[src/rtl/shift_seq.sv]
// -----------------------------------------------------------------------------
// shift_seq -- sequential (bit-serial) barrel-shift replacement.
//
// A single accepted request shifts its operand one bit per clock until the
// requested amount has been applied, then presents the result with a
// one-cycle done pulse. Pass-through and zero-amount requests complete in the
// cycle right after acceptance.
//
// Parameters
//   WIDTH    datapath width in bits (default 32)
//
// Ports
//   clk      system clock, all state updates on the rising edge
//   rst      asynchronous active-high reset
//   start    request pulse, only sampled while idle
//   op       00 SLL, 01 SRL, 10 SRA, 11 pass-through
//   data_in  operand, sampled together with start
//   shamt    shift amount 0..31, sampled together with start
//   busy     high whenever an operation is in flight (state not IDLE)
//   done     one-cycle pulse, result valid
//   result   last completed result, held until the next operation completes
// -----------------------------------------------------------------------------
module shift_seq #(
  parameter int WIDTH = 32
) (
  input  logic             clk,
  input  logic             rst,
  input  logic             start,
  input  logic [1:0]       op,
  input  logic [WIDTH-1:0] data_in,
  input  logic [4:0]       shamt,
  output logic             busy,
  output logic             done,
  output logic [WIDTH-1:0] result
);

  typedef enum logic [1:0] {
    IDLE  = 2'b00,
    SHIFT = 2'b01,
    DONE  = 2'b10
  } state_t;

  localparam logic [1:0] OP_SLL  = 2'b00;
  localparam logic [1:0] OP_SRL  = 2'b01;
  localparam logic [1:0] OP_SRA  = 2'b10;
  localparam logic [1:0] OP_PASS = 2'b11;

  state_t           state;
  state_t           state_nxt;
  logic [WIDTH-1:0] acc;
  logic [WIDTH-1:0] acc_sh;
  logic [1:0]       op_q;
  logic [4:0]       cnt;

  // Requests that need no shifting go straight to DONE.
  logic             skip_shift;
  assign skip_shift = (shamt == 5'd0) || (op == OP_PASS);

  // One-bit step of the working register for the latched operation.
  always_comb begin
    // NOTE: every combinational output gets a default first so no path
    // leaves it unassigned, which would otherwise infer a latch.
    acc_sh = acc;
    unique case (op_q)
      OP_SLL:  acc_sh = {acc[WIDTH-2:0], 1'b0};
      OP_SRL:  acc_sh = {1'b0, acc[WIDTH-1:1]};
      OP_SRA:  acc_sh = {acc[WIDTH-1], acc[WIDTH-1:1]};
      default: acc_sh = acc;
    endcase
  end

  // Next-state logic. start is only looked at in IDLE, so a held or repeated
  // request during SHIFT/DONE has no effect.
  always_comb begin
    state_nxt = state;
    unique case (state)
      IDLE: begin
        if (start) state_nxt = skip_shift ? DONE : SHIFT;
      end
      SHIFT: begin
        // cnt is at least 1 here: a zero amount never enters SHIFT.
        if (cnt == 5'd1) state_nxt = DONE;
      end
      DONE:    state_nxt = IDLE;
      default: state_nxt = IDLE;
    endcase
  end

  // State register and datapath.
  always_ff @(posedge clk or posedge rst) begin
    if (rst) begin
      state  <= IDLE;
      acc    <= '0;
      op_q   <= OP_SLL;
      cnt    <= 5'd0;
      result <= '0;
    end else begin
      // NOTE: sequential state uses non-blocking assignments so every
      // register samples pre-edge values, independent of statement order.
      state <= state_nxt;
      unique case (state)
        IDLE: begin
          if (start) begin
            acc  <= data_in;
            op_q <= op;
            cnt  <= shamt;
            // Zero-length operations complete on this edge, so result is
            // loaded now to be valid during the DONE cycle.
            if (skip_shift) result <= data_in;
          end
        end
        SHIFT: begin
          acc <= acc_sh;
          cnt <= cnt - 5'd1;
          // Last step: publish the final value as DONE is entered.
          if (cnt == 5'd1) result <= acc_sh;
        end
        default: ;
      endcase
    end
  end

  assign busy = (state != IDLE);
  assign done = (state == DONE);

endmodule

[config.mk]
export PLATFORM = sky130hd
export DESIGN_NAME = shift_seq
export DESIGN_NICKNAME = d
export VERILOG_FILES = /design/src/rtl/shift_seq.sv
export SDC_FILE = /design/constraint.sdc
export NUM_CORES = 1
export LEC_CHECK = 0
export ABC_AREA = 1
export CAP_MARGIN = 10
export CORE_ASPECT_RATIO = 0.5
export CORE_MARGIN = 3
export CORE_UTILIZATION = 30
export DETAILED_ROUTE_END_ITERATION = 16
export PLACE_DENSITY = 0.51
export RECOVER_POWER = 25
export SLEW_MARGIN = 15
export SYNTH_ARGS = -nofsm -noshare
export SYNTH_HDL_FRONTEND = slang
export SYNTH_SLANG_ARGS = --single-unit
[constraint.sdc]
create_clock -name clk -period 3.1 [get_ports clk]
set_input_delay 0.465 -clock clk [delete_from_list [all_inputs] [get_ports clk]]
set_output_delay 0.465 -clock clk [all_outputs]
set_load 0.005 [all_outputs]
[Yosys cells after proc, flatten, opt, wreduce, memory -nomap -nowiden]
Cells that the tools add are included.
Widths: inputs -> output; s select.
Storage, ports and cells
  register bits: 73
  input bits: 42
Cells by class
  add/subtract/negate cells: 1
  eq/ne operators: 9
  mux-type cells: 13
  reduce and logical (&&, ||, !) cells: 10
Operator list (number)
  $mux 32: 4
  $pmux 32 s2: 2
  $pmux 32 s3: 1
  $pmux 5 s2: 1
  $eq 2x2->1 const B: 3
  $mux 2: 3
  $ne 2x2->1 const B: 3
  $reduce_and 2->1: 3
  $eq 5x1->1 const B: 1
  $logic_not 5->1: 1
  $mux 5: 1
  $sub 5x1->5 const B: 1
  $eq 2x1->1 const B: 2
  $logic_not 2->1: 2
  $pmux 2 s2: 1
  $reduce_and 4->1: 1
  $reduce_bool 2->1: 2
  $logic_or 1x1->1: 1

[Depth between registers and ports, before layout]
  depth after elaboration: 5
  mapped depth: 11

[Worst setup path before layout]
No wires, ideal clock.
  path type: reg2reg
  start: reg cnt[1]
  end: reg result[30]
  setup time: 0.065 ns
  arrival time: 1.351 ns
  data required time: 3.035 ns
  slack: 1.684 ns
  cell stages (with the launch flop): 12
  buffers on the path: 1
  clock period less this slack: 1.416 ns
  cells stage by stage: dfrtp_1 -> inv_1 -> ha_1 -> inv_1 -> nor2_1 -> nand2_1 -> nand2_1 -> nand2_1 -> nor2_2 -> buf_2 -> nand2_1 -> nand2_1
On the way
  word-level cells in the longest chain between the ends: 3
RTL lines
  start, declared: line 53  | logic [4:0] cnt;
  start signal, assigned: line 106  | cnt <= shamt;
  start signal, assigned: line 114  | cnt <= cnt - 5'd1;
  $eq 5x1->1: line 116  | if (cnt == 5'd1) result <= acc_sh;
  $ne 2x2->1 (no source line)
  $reduce_and 4->1 (no source line)
  end signal, assigned: line 109  | if (skip_shift) result <= data_in;
  end signal, assigned: line 116
  end, declared: line 34  | output logic [WIDTH-1:0] result
Every way passes these cells.
A chain may end at the register's enable or synchronous reset.

[Worst setup path in the final report]
  start: reg state[1]
  end: reg result[4]
On the way
  word-level cells in the longest chain between the ends: 3
  elaborated cells between the ends (all ways): 8
RTL lines
  start, declared: line 48  | state_t state;
  start signal, assigned: line 100  | state <= state_nxt;
  $eq 2x1->1 or $logic_not 2->1 (tied branches): line 101  | unique case (state)
  $ne 2x2->1 (no source line) or $reduce_bool 2->1 (tied branches)
  $reduce_and 4->1 (no source line)
Several ways; a longest one is shown, not always the timed one.

==> results.py <==
metrics = {
    "clock_network": {
        "clk_latency_ps": 330,
        "cts_setup_buffers": 0,
        "hold_buffers": 0,
        "cts_resized": 0,
        "path_clk_slew_ps": 60,
        "clockRootBuffer": "clkbuf_16",
        "clock_path_buffers": 2,
        "htree_levels": 3,
        "tritoncts.num_buffers": 9,
        "cts.sinks": 73,
        "cts_tree": "done",
    },
    "sta": {
        "fmax_mhz": 498.0,
        "timing.hold.ws_ps": 476.2,
        "setup-tns-final_ps": 0,
        "period_share": 0.6478,
        "worst_pin_slew_ps": 761.9,
        "finalHoldViolCount": 0,
        "drv_slew": 0,
        "finClkSkew_ps": 5.121,
        "slew-limit-headroom": 0.4908,
        "setup_slack_ps": 1092,
        "rsz0062_at_grt": "false",
        "finalSetupViolCount": 0,
        "fin_crit_ps": 2008,
    },
    "setup_path": {
        "critPathRequiredTime_ps": 3370,
        "worst_ep_arrival_time_ps": 2280,
        "end_kind": "register",
        "cp_max_fo": 22,
        "worstSetupPathType": "register to register",
        "start_kind": "register",
    },
    "detailed_routing": {
        "totalWireLength_mm": 12.21,
        "wl_per_cell_um": 13.59,
        "dr_total_vias": 4182,
        "ant_nets": 0,
        "dr.pass1.iters": 5,
        "vias_per_cell": 4.657,
        "initialDrtViolationCount": 248,
        "post-route-drc-count": 0,
    },
    "yosys": {
        "synth.distinct_cells": 19,
        "yosys_register_bits": 73,
        "synthCells": 648,
        "synthesis.nets": 692,
        "syn_area_sq_um": 4210,
        "ys_seq_area_frac": 0.4339,
        "yosys_warnings": 0,
        "syn_avg_cell_area_sq_um": 6.497,
    },
    "floorplanning": {
        "coreArea_sq_um": 13170,
        "die_w_um": 173.5,
        "dieArea_sq_um": 15580,
        "initial_core_util": 0.3197,
        "io_pins": 76,
        "rows": 29,
        "die_y_um": 89.77,
    },
    "global_routing": {
        "grt.total_usage": 0.1630,
        "grt_max_degree": 74,
        "grt_pass1_wl_mm": 21.04,
        "grt_overflow": 0,
        "grt_pass1_vias": 4058,
        "antenna_found_initial": 0,
    },
    "place": {
        "place_area_sq_um": 5147,
        "dp_slack_ps": 805.7,
        "gp_congestion": 0.7852,
        "place_inst": 883,
        "hpwl_mm": 7.792,
        "io_buffers": 75,
    },
    "cells_and_area": {
        "area_delta_synth_final_pct": 28.89,
        "n_fill_cell": 1428,
        "num_antenna_cells": 0,
        "final_nets": 752,
        "fin_cells": 898,
        "drive_above_1_share": 0.04494,
        "stdcell_area_sq_um": 5426,
        "final_util": 0.4120,
    },
    "job": {
        "cap_violations": 0,
    },
    "power": {
        "power_density_nw_per_um2": 1132,
        "power.total_mw": 6.143,
        "ir_drop_uv": 476.7,
        "p_leak_nw": 2.700,
    },
    "outcome": {
        "outcome": "complete, no violations",
    },
    "worst_hold_path": {
        "hp-class": "register to register",
    },
}
cell families after synthesis:
family          Yosys count  share of synthesized area
simple gates            502                     0.4823
buf+inv                  53                    0.05379
xor+xnor                  3                   0.006242
fa+ha+maj                 2                   0.005943
flops                    73                     0.4339
compound gates           15                    0.01783
worst paths after layout:
check / startpoint / endpoint / slack [ps] / cells past startpoint
min in group asynchronous: rst / result[4]$_DFFE_PP0P_ / 680 / 3
setup / recovery: state[1]$_DFFE_PP0P_ / result[4]$_DFFE_PP0P_ / 1090 / 9
max in group asynchronous: rst / op_q[1]$_DFFE_PP0P_ / 2030 / 3
setup reg to reg: state[1]$_DFFE_PP0P_ / result[4]$_DFFE_PP0P_ / 1090 / 9
hold / removal: result[7]$_DFFE_PP0P_ / result[7]$_DFFE_PP0P_ / 480 / 2
hold reg to reg: result[7]$_DFFE_PP0P_ / result[7]$_DFFE_PP0P_ / 480 / 2
placed cells by master (no fill, tap or decap), types with 2 or more instances in the layout:
master,count
clkbuf_16,9
inv_2,2
xor2_1,2
clkbuf_1,3
nor2_4,2
buf_12,2
buf_4,10
nand3_1,92
or2_0,2
clkdlybuf4s50_1,74
nor2_2,2
nand2_1,308
o21ai_0,6
dfrtp_1,72
nand3b_1,2
nor2_1,93
ha_1,2
inv_1,13
a21oi_1,9
area by class of cell:
| type | instances | area [sq um] | area share |
|---|---|---|---|
| inverters | 15 | 56.30 | 0.01038 |
| repair buffers | 87 | 865.8 | 0.1596 |
| flip-flops and latches | 73 | 1828 | 0.3369 |
| clock buffers | 12 | 236.5 | 0.04358 |
| multi-input cells | 522 | 2165 | 0.3989 |
| clock inverters | 3 | 42.54 | 0.007840 |
| well taps | 186 | 232.7 | 0.04289 |
routing by layer:
metal | track usage | wire length [um] | vias up
li1 | - | - | 2140
met1 | 0.2426 | 6397 | 1920
met2 | 0.2452 | 5111 | 112
met3 | 0.03367 | 622 | 10
met4 | 0.03032 | 76 | 0
met5 | 0 | 0 | -
where the power goes:
part           switching (mW)  leakage (nW)  internal, mW  total [mW]
sequential              0.487         0.885          1.45        1.94
clock                   0.394         0.133         0.618        1.01
combinational            1.91          1.68          1.28        3.19
worst max-delay path: stages, from the launching register on:
cell and delay (ps):
dfrtp_1 410, inv_1 120, nand2_1 60, buf_4 190, nand2_1 220, nand2_1 100
nor2_2 450, buf_12 240, nand2_1 80, nand2_1 60
registers in the layout, indices dropped and copies added (netlist names):
| register | flops |
|---|---|
| result | 32 |
| op_q | 2 |
| cnt | 5 |
| state | 2 |
| acc | 32 |
cell usage after synthesis:
master    instances  area (sq um)
nor2_1           94         352.8
xor2_1            2         17.52
inv_1            13         48.80
nor2_2            2         12.51
clkbuf_1         12         45.04
nand3_2           1         10.01
buf_2            22         110.1
dfrtp_1          73          1827
a21oi_1           9         45.04
nand3_1          92         460.4
ha_1              2         25.02
o21ai_0           6         30.03
nand2_1         308          1156
nand3b_1          2         15.01
or2_0             2         12.51
nor2_4            1         11.26
xnor2_1           1         8.760
buf_1             4         15.01
inv_2             2         7.510
Power figures use the tool's default switching activity.
